## src/rtl/altera_emif_ddr4_model_bcom_pkg.sv

```systemverilog
`default_nettype none
// ============================================================================
// Module      : altera_emif_ddr4_model_bcom_pkg
// Description : Shared types and constants for the LRDIMM BCOM bus. Used by
//               the RCD-side serializer and the data-buffer-side decoder.
// Revision    : 1.0 - initial release
// ============================================================================
package altera_emif_ddr4_model_bcom_pkg;

    // Decoded host command types
    typedef enum logic [1:0] {
        CMD_NOP = 2'd0,
        CMD_RD  = 2'd1,
        CMD_WR  = 2'd2,
        CMD_BCW = 2'd3
    } cmd_type_e;

    // Serializer FSM states
    typedef enum logic [1:0] {
        ST_IDLE = 2'd0,
        ST_SEND = 2'd1,
        ST_GAP  = 2'd2
    } bcom_state_e;

    // BCOM opcodes (first nibble of each frame)
    localparam logic [3:0] c_opc_rd  = 4'h1;
    localparam logic [3:0] c_opc_wr  = 4'h2;
    localparam logic [3:0] c_opc_bcw = 4'h3;

    // Frame lengths in nibbles, parity nibble included
    localparam logic [2:0] c_len_rdwr = 3'd3;
    localparam logic [2:0] c_len_bcw  = 3'd6;

    // XOR of up to five nibbles; unused upper nibbles are zero and do not
    // disturb the result, so short frames share the same function.
    function automatic logic [3:0] bcom_parity(input logic [19:0] nibs);
        logic [3:0] p;
        p = 4'h0;
        for (int i = 0; i < 5; i++) begin
            p = p ^ nibs[4*i +: 4];
        end
        return p;
    endfunction

endpackage
`default_nettype wire

```

## src/rtl/altera_emif_ddr4_model_bcom_odt_timer.sv

```systemverilog
`default_nettype none
// ============================================================================
// Module      : altera_emif_ddr4_model_bcom_odt_timer
// Description : Retriggerable down-counter producing the buffer ODT enable.
//               A load restarts the count at ODT_CYCLES; BODT is high while
//               the count is non-zero, including the load cycle itself.
// Revision    : 1.0 - initial release
// ============================================================================
module altera_emif_ddr4_model_bcom_odt_timer #(
    parameter int unsigned ODT_CYCLES = 6
) (
    input  logic clk,
    input  logic reset,
    input  logic load,
    output logic bodt
);

    localparam logic [7:0] c_odt_load = 8'(ODT_CYCLES);

    logic [7:0] r_cnt;
    logic       r_bodt;
    logic [7:0] w_cnt_nxt;

    // Next count: reload on a write opcode, otherwise decay toward zero
    always_comb begin
        w_cnt_nxt = r_cnt;
        if (load) begin
            w_cnt_nxt = c_odt_load;
        end else if (r_cnt != 8'd0) begin
            w_cnt_nxt = r_cnt - 8'd1;
        end
    end

    // Counter and registered enable, so BODT rises with the opcode nibble
    always_ff @(posedge clk) begin
        if (reset) begin
            r_cnt  <= 8'd0;
            r_bodt <= 1'b0;
        end else begin
            r_cnt  <= w_cnt_nxt;
            r_bodt <= (w_cnt_nxt != 8'd0);
        end
    end

    assign bodt = r_bodt;

endmodule
`default_nettype wire

```

## src/rtl/altera_emif_ddr4_model_rcd_bcom_tx.sv

```systemverilog
`default_nettype none
// ============================================================================
// Module      : altera_emif_ddr4_model_rcd_bcom_tx
// Description : RCD-side BCOM serializer. Accepts RD/WR/BCW commands over a
//               valid/ready handshake and shifts them out as parity-protected
//               nibble frames on BCOM, with BCKE and BODT alongside.
// Revision    : 1.0 - initial release
// ============================================================================
module altera_emif_ddr4_model_rcd_bcom_tx
    import altera_emif_ddr4_model_bcom_pkg::*;
#(
    parameter int unsigned MIN_GAP    = 1,
    parameter int unsigned ODT_CYCLES = 6
) (
    input  logic       clk,
    input  logic       reset,
    input  logic       cmd_valid,
    output logic       cmd_ready,
    input  logic [1:0] cmd_type,
    input  logic [1:0] cmd_rank,
    input  logic [7:0] cmd_addr,
    input  logic [7:0] cmd_data,
    input  logic       cke_in,
    output logic [3:0] BCOM,
    output logic       BCKE,
    output logic       BODT,
    output logic       frame_done
);

    localparam bit         c_no_gap   = (MIN_GAP == 0);
    localparam logic [3:0] c_gap_init = 4'((MIN_GAP == 0) ? 0 : MIN_GAP - 1);

    bcom_state_e r_state, w_state_nxt;
    logic [19:0] r_frame, w_frame_nxt;     // nibbles still to send, next at [3:0]
    logic [2:0]  r_left,  w_left_nxt;      // nibbles remaining after the current one
    logic [3:0]  r_gap,   w_gap_nxt;       // gap cycles remaining after the current one
    logic [3:0]  r_bcom,  w_bcom_nxt;
    logic        r_frame_done, w_frame_done_nxt;
    logic        r_bcke;

    cmd_type_e   w_type;
    logic        w_start;
    logic [19:0] w_body;
    logic [3:0]  w_par;
    logic [23:0] w_full;
    logic [2:0]  w_len;

    assign w_type  = cmd_type_e'(cmd_type);
    assign w_start = cmd_valid && cmd_ready && (w_type != CMD_NOP);

    // Ready depends on state only; a new frame may follow the last nibble
    // directly when no gap is configured, or the last gap cycle otherwise.
    always_comb begin
        cmd_ready = 1'b0;
        if (!reset) begin
            cmd_ready = (r_state == ST_IDLE)
                     || ((r_state == ST_SEND) && (r_left == 3'd0) && c_no_gap)
                     || ((r_state == ST_GAP)  && (r_gap == 4'd0));
        end
    end

    // Build the complete frame, parity included, from the command fields
    always_comb begin
        w_body = 20'h0;
        w_len  = c_len_rdwr;
        case (w_type)
            CMD_BCW: begin
                w_body = {cmd_data[3:0], cmd_data[7:4], cmd_addr[3:0], cmd_addr[7:4], c_opc_bcw};
                w_len  = c_len_bcw;
            end
            CMD_WR:  w_body = {12'h0, 2'b00, cmd_rank, c_opc_wr};
            default: w_body = {12'h0, 2'b00, cmd_rank, c_opc_rd};
        endcase
        w_par = bcom_parity(w_body);
        if (w_type == CMD_BCW) begin
            w_full = {w_par, w_body};
        end else begin
            w_full = {12'h0, w_par, w_body[7:0]};
        end
    end

    // FSM next-state and next-output logic; nibble 0 is driven straight from
    // the capture so it appears the cycle after the handshake.
    always_comb begin
        w_state_nxt      = r_state;
        w_frame_nxt      = r_frame;
        w_left_nxt       = r_left;
        w_gap_nxt        = r_gap;
        w_bcom_nxt       = 4'h0;
        w_frame_done_nxt = 1'b0;
        case (r_state)
            ST_IDLE: begin
                if (w_start) begin
                    w_state_nxt = ST_SEND;
                    w_bcom_nxt  = w_full[3:0];
                    w_frame_nxt = w_full[23:4];
                    w_left_nxt  = w_len - 3'd1;
                end
            end
            ST_SEND: begin
                if (r_left != 3'd0) begin
                    w_bcom_nxt       = r_frame[3:0];
                    w_frame_nxt      = {4'h0, r_frame[19:4]};
                    w_left_nxt       = r_left - 3'd1;
                    w_frame_done_nxt = (r_left == 3'd1);
                end else if (w_start) begin
                    w_bcom_nxt  = w_full[3:0];
                    w_frame_nxt = w_full[23:4];
                    w_left_nxt  = w_len - 3'd1;
                end else if (!c_no_gap) begin
                    w_state_nxt = ST_GAP;
                    w_gap_nxt   = c_gap_init;
                end else begin
                    w_state_nxt = ST_IDLE;
                end
            end
            ST_GAP: begin
                if (r_gap != 4'd0) begin
                    w_gap_nxt = r_gap - 4'd1;
                end else if (w_start) begin
                    w_state_nxt = ST_SEND;
                    w_bcom_nxt  = w_full[3:0];
                    w_frame_nxt = w_full[23:4];
                    w_left_nxt  = w_len - 3'd1;
                end else begin
                    w_state_nxt = ST_IDLE;
                end
            end
            default: w_state_nxt = ST_IDLE;
        endcase
    end

    // FSM state and output registers; reset abandons any frame in flight
    always_ff @(posedge clk) begin
        if (reset) begin
            r_state      <= ST_IDLE;
            r_frame      <= 20'h0;
            r_left       <= 3'd0;
            r_gap        <= 4'd0;
            r_bcom       <= 4'h0;
            r_frame_done <= 1'b0;
        end else begin
            r_state      <= w_state_nxt;
            r_frame      <= w_frame_nxt;
            r_left       <= w_left_nxt;
            r_gap        <= w_gap_nxt;
            r_bcom       <= w_bcom_nxt;
            r_frame_done <= w_frame_done_nxt;
        end
    end

    // BCKE is a plain one-cycle delay of the host clock-enable
    always_ff @(posedge clk) begin
        if (reset) begin
            r_bcke <= 1'b0;
        end else begin
            r_bcke <= cke_in;
        end
    end

    altera_emif_ddr4_model_bcom_odt_timer #(
        .ODT_CYCLES (ODT_CYCLES)
    ) u_odt_timer (
        .clk   (clk),
        .reset (reset),
        .load  (w_start && (w_type == CMD_WR)),
        .bodt  (BODT)
    );

    assign BCOM       = r_bcom;
    assign BCKE       = r_bcke;
    assign frame_done = r_frame_done;

endmodule
`default_nettype wire

```

## config.mk

```make
export PLATFORM = sky130hd
export DESIGN_NAME = altera_emif_ddr4_model_rcd_bcom_tx
export DESIGN_NICKNAME = d
export VERILOG_FILES = /design/src/rtl/altera_emif_ddr4_model_bcom_pkg.sv /design/src/rtl/altera_emif_ddr4_model_bcom_odt_timer.sv /design/src/rtl/altera_emif_ddr4_model_rcd_bcom_tx.sv
export SDC_FILE = /design/constraint.sdc
export NUM_CORES = 1
export LEC_CHECK = 0
export BUFFER_PORTS_ARGS = -buffer_cell sky130_fd_sc_hd__buf_2
export CORE_MARGIN = 3
export CORE_UTILIZATION = 26
export CTS_CLUSTER_DIAMETER = 120
export DETAILED_ROUTE_END_ITERATION = 8
export HOLD_SLACK_MARGIN = 0.05
export PLACE_DENSITY = 0.39
export SLEW_MARGIN = 25
export SYNTH_ARGS = -nofsm -noshare
export SYNTH_HDL_FRONTEND = slang
export SYNTH_SLANG_ARGS = --single-unit
```

## constraint.sdc

```tcl
create_clock -name clk -period 2 [get_ports clk]
set_input_delay 0.4 -clock clk [delete_from_list [all_inputs] [get_ports clk]]
set_output_delay 0.4 -clock clk [all_outputs]
set_load 0.05 [all_outputs]
```

### Word-level counts from Yosys, hierarchy flattened

Cells that the tools add are included.

* bits in registers: 44
* input port bits: 24
* output and inout port bits: 8

* reductions and logical operators: 18
* add/subtract/negate cells: 4
* mux-type cells: 28
* equal/unequal tests: 10
* bitwise operators: 6

Operators with widths (count)
* 2-to-1 mux 20 bit: 3
* case mux 20 bit (3 select lines): 1
* case mux 20 bit (2 select lines): 1
* 2-to-1 mux 24 bit: 1
* 2-to-1 mux 4 bit: 6
* 2-to-1 mux 8 bit: 2
* nonzero test 8 bit: 2
* bitwise XOR 4 bit: 4
* 2-to-1 mux 3 bit: 4
* case mux 4 bit (3 select lines): 1
* case mux 3 bit (3 select lines): 1
* 2-to-1 mux 2 bit: 4
* inequality test 2 bit, second input constant: 4
* case mux 4 bit (2 select lines): 1
* AND reduction 4 bit: 2
* subtractor 8 x 1 -> 8 bit, second input constant: 1
* equality test 2 bit, second input constant: 3
* case mux 2 bit (3 select lines): 1
* nonzero test 3 bit: 2
* subtractor 3 x 1 -> 3 bit, second input constant: 2
* logical AND 1 bit: 4
* zero test 4 bit: 1
* nonzero test 2 bit: 2
* nonzero test 4 bit: 1
* 10 further kinds: 12

### Depth between registers and ports, before layout

* depth in word-level cells: 10
* mapped depth: 8

### Hierarchy

Synthesis repeated with hierarchy kept, for this count alone.

* cells, all modules: 299
* area, all modules: 2573.7 µm²

By module, submodules not included
* altera_emif_ddr4_model_rcd_bcom_tx: instances 1, seq. area each 700.7 µm², cells each 237, area an instance 2035.7 µm²
* altera_emif_ddr4_model_bcom_odt_timer: instances 1, seq. area each 180.2 µm², cells each 62, area an instance 538.0 µm²

### Least setup slack after synthesis

Ideal clock, no wire load.

* path kind: reg-to-output
* start: reg r_gap[0]
* end: out cmd_ready
* arrival time: 2.244 ns
* data required time: 1.600 ns
* stages on the path, launching flop included: 6
* slack: -0.644 ns
* cells stage by stage: dfxtp_1 -> inv_1 -> ha_1 -> or3b_1 -> buf_6 -> a211oi_1

* cells in the longest elaborated chain, start to end: 4

Ends and longest elaborated chain
* start, declared: line altera_emif_ddr4_model_rcd_bcom_tx.sv:36 `logic [3:0] r_gap, w_gap_nxt;`
* start signal, assigned: line altera_emif_ddr4_model_rcd_bcom_tx.sv:146 `r_gap <= w_gap_nxt;`
* zero test 4 bit: line altera_emif_ddr4_model_rcd_bcom_tx.sv:58 `|| ((r_state == ST_GAP) && (r_gap == 4'd0));`
* logical AND 1 bit: line altera_emif_ddr4_model_rcd_bcom_tx.sv:58
* logical OR 1 bit: line altera_emif_ddr4_model_rcd_bcom_tx.sv:58
* 2-to-1 mux 1 bit: line altera_emif_ddr4_model_rcd_bcom_tx.sv:55 `if (!reset) begin`
* end, declared: line altera_emif_ddr4_model_rcd_bcom_tx.sv:18 `output logic cmd_ready,`

Every way passes these cells.

### Worst setup path after layout

* start: reg r_gap[1]
* end: out cmd_ready

Same word-level chain as after synthesis.

==> run_results.csv <==
group,metric,value,unit
grt,gr-usage-met1,15.92,%
logic_synthesis,synthesis.nets,279,
clocking,cts_hold_buffers,0,
logic_synthesis,synth-edff-count,0,
logic_synthesis,syn-instance-count,249,
routing,wl,5651,um
grt,grt_pass1_vias,1905,
timing,fin_ws,-5.923,ps
clocking,clock_latency,300,ps
cells_and_area,antenna_cells,0,
logic_synthesis,ys_types,53,
logic_synthesis,synth_top_area_share,38.58,%
floorplanning,io-pin-count,32,
floorplanning,dieHeight,99.72,um
floorplanning,num_rows,33,
hold_path,hold_depth,2,
grt,grt_pass1_wl,9390,um
grt,grt_max_degree,25,
logic_synthesis,synth_area_leader_cell,"dfxtp_1",
timing,fmax,0.4985,GHz
floorplanning,die_area,0.009943,sq mm
timing,clock-skew-final,10.37,ps
routing,vias,1923,
run_status,run_status,"finished with violations",
timing,tightest_slew,397.5,ps
timing,max-slew-margin-rel,73.13,%
logic_synthesis,synthTopCellsByArea,"dfxtp_1 (39%), xnor2_1 (4.2%), a21oi_1 (3.5%)",
setup_path,arrival,1610,ps
place,hpwl,4154,um
floorplanning,die_w,99.72,um
logic_synthesis,synth_flop_cell,"dfxtp_1",
run_status,violations,"negative setup slack",
setup_path,startpoint_type,"register",
pwr,p_leak,1.127,nW
clocking,clock-root-buffer,"clkbuf_8",
grt,grt-busiest-layer,"met2",
timing,drv_slew,0,
place,portBuffers,31,
cells_and_area,layout.nets,326,
grt,antenna_found_initial,0,
routing,firstDrtPassIters,4,
place,placed_cell_area,0.002674,sq mm
clocking,htree_num_levels,2,
setup_path,cp-end-kind,"output pin",
pwr,worst_ir_drop_vdd,0.0003326,V
grt,gr-usage-met2,19.29,%
floorplanning,start_util,27.24,%
logic_synthesis,syn_area_per_cell,9.170,sq um
routing,drc,0,
routing,routed_via_density,4.784,
clocking,path_clk_slew,80,ps
cells_and_area,final_cell_mix,"dfxtp_1 (43), buf_2 (30), buf_4 (20)",
timing,layout_worst_path_cycle_share,100.3,%
grt,track_usage,11.97,%
floorplanning,coreArea,0.008382,sq mm
timing,min_period,2006,ps
logic_synthesis,synth_seq_cells,44,
logic_synthesis,seq_area_frac_synth,38.58,%
routing,wire_per_inst,14.06,um
clocking,cts_tree,"done",
place,pre_cts_slack,3.825,ps
pwr,powerDensity,963.7,mW/mm^2
logic_synthesis,ys_warn_count,0,
setup_path,path_max_fanout,2,
grt,grtUsageMet3,2.595,%
setup_path,rr_worst_depth,8,
routing,ant_nets,0,
logic_synthesis,synthArstFlopShare,0,%
cells_and_area,design_area,0.002854,sq mm
cells_and_area,drive_gt1_share,30.98,%
clocking,cts_buffers,5,
timing,rsz0062_at_grt,"true",
cells_and_area,post-route-util,34.05,%
place,gp_congestion,0.7580,
grt,overflow,0,
clocking,cts_sinks,44,
flow_run,maxCapViolCount,0,
setup_path,criticalPathCategory,"register to output pin",
routing,drt_iter0_drc,62,
clocking,clock_path_buffers,2,
timing,tns,-5.923,ps
cells_and_area,syn2layout_area_growth,24.99,%
cells_and_area,mostFrequentLayoutCell,"dfxtp_1",
logic_synthesis,syn_area,0.002283,sq mm
setup_path,cp.required,1600,ps
timing,finalHoldViolations,0,
hold_path,hold_path_class,"input port to register",
timing,finalSetupViolations,1,
## sequential cells by signal (all words and copies together), names as in the netlist
name and count:
BCKE 1, BCOM 4, frame_done 1, r_frame 20
r_gap 4, r_left 3, r_state 2, u_odt_timer.bodt 1
u_odt_timer.r_cnt 8
## per-layer routing
| layer | routed length [um] | vias to the layer above |
|---|---|---|
| met1 | 2785 | 889 |
| met4 | 70 | 0 |
| met3 | 217 | 8 |
| met5 | 0 | - |
| met2 | 2578 | 32 |
| li1 | - | 994 |
## logic make-up (layout without fill, tap and decap cells)
group | count (synthesis) | after routing | share of synthesized area [%]
adders and majority gates | 6 | 6 | 3.288
AOI/OAI and AO/OA | 70 | 70 | 23.56
and+or+nand+nor | 80 | 80 | 19.12
buffers and inverters | 23 | 71 | 4.822
xor gates and xnor gates | 18 | 18 | 6.904
muxes | 8 | 8 | 3.726
DFF | 44 | 44 | 38.58
## Yosys cell counts, drive strengths merged, types with 2 or more instances
cell type	instances
buf	8
or3b	2
a31oi	3
xnor2	11
nor2b	3
a211oi	6
inv	9
a22oi	14
nand2	9
ha	6
dfxtp	44
and3	2
and2	2
o2bb2ai	2
or2	3
nand3b	2
nor3	4
clkbuf	6
and4b	2
nor2	19
o21ai	6
xor2	7
nor3b	2
o22ai	3
mux2	4
a32oi	3
a21oi	22
nand2b	7
or3	4
mux2i	4
nand3	14
a21o	2
## critical path, stage by stage (launching register included)
cell      delay [ps]
dfxtp_2          330
inv_2             70
ha_4             130
or3b_4           390
a211oi_4         210
buf_6            180
## through the flow
stage	std cells	power [W]	hold WS, ps
floorplan	249	0.001760	444.2
global placement	390	0.002053	457.4
detailed placement	390	0.002026	463.0
CTS	401	0.002779	305.4
global route	402	0.002945	352.6
finish	402	0.002750	311.4
## final timing paths
| path | start | end | slack [ps] |
|---|---|---|---|
| worst max-delay path | r_gap[1] | cmd_ready | -6 |
| worst min-delay path | cke_in | BCKE | 310 |
| worst max register to register | r_gap[1] | u_odt_timer.bodt | 50 |
| worst min register to register | r_frame[14] | r_frame[14] | 470 |
## layout make-up
class / count / area, sq um
Fill cell: 874 / 5528
Clock inverter: 3 / 46.29
Clock buffer: 5 / 68.82
Tap cell: 105 / 131.4
Sequential cell: 44 / 882.1
Multi-Input combinational cell: 182 / 1329
Inverter: 9 / 33.78
Timing Repair Buffer: 54 / 362.8
## timing repair
item | 4_1_cts | 5_1_grt
endpoints found under the setup margin | 2 | 6
gates resized for setup | 8 | 2
setup buffers | 3 | 1
pin swaps | 2 | 1
gates cloned | 0 | 0
endpoints found under the hold margin | 0 | 0
## power by group
group | internal (W) | switching, W
combinational | 0.000446 | 0.000507
clock | 0.000377 | 0.000335
sequential | 0.000982 | 0.000104
total | 0.00180 | 0.000946
(Power assumes the default switching activity.)
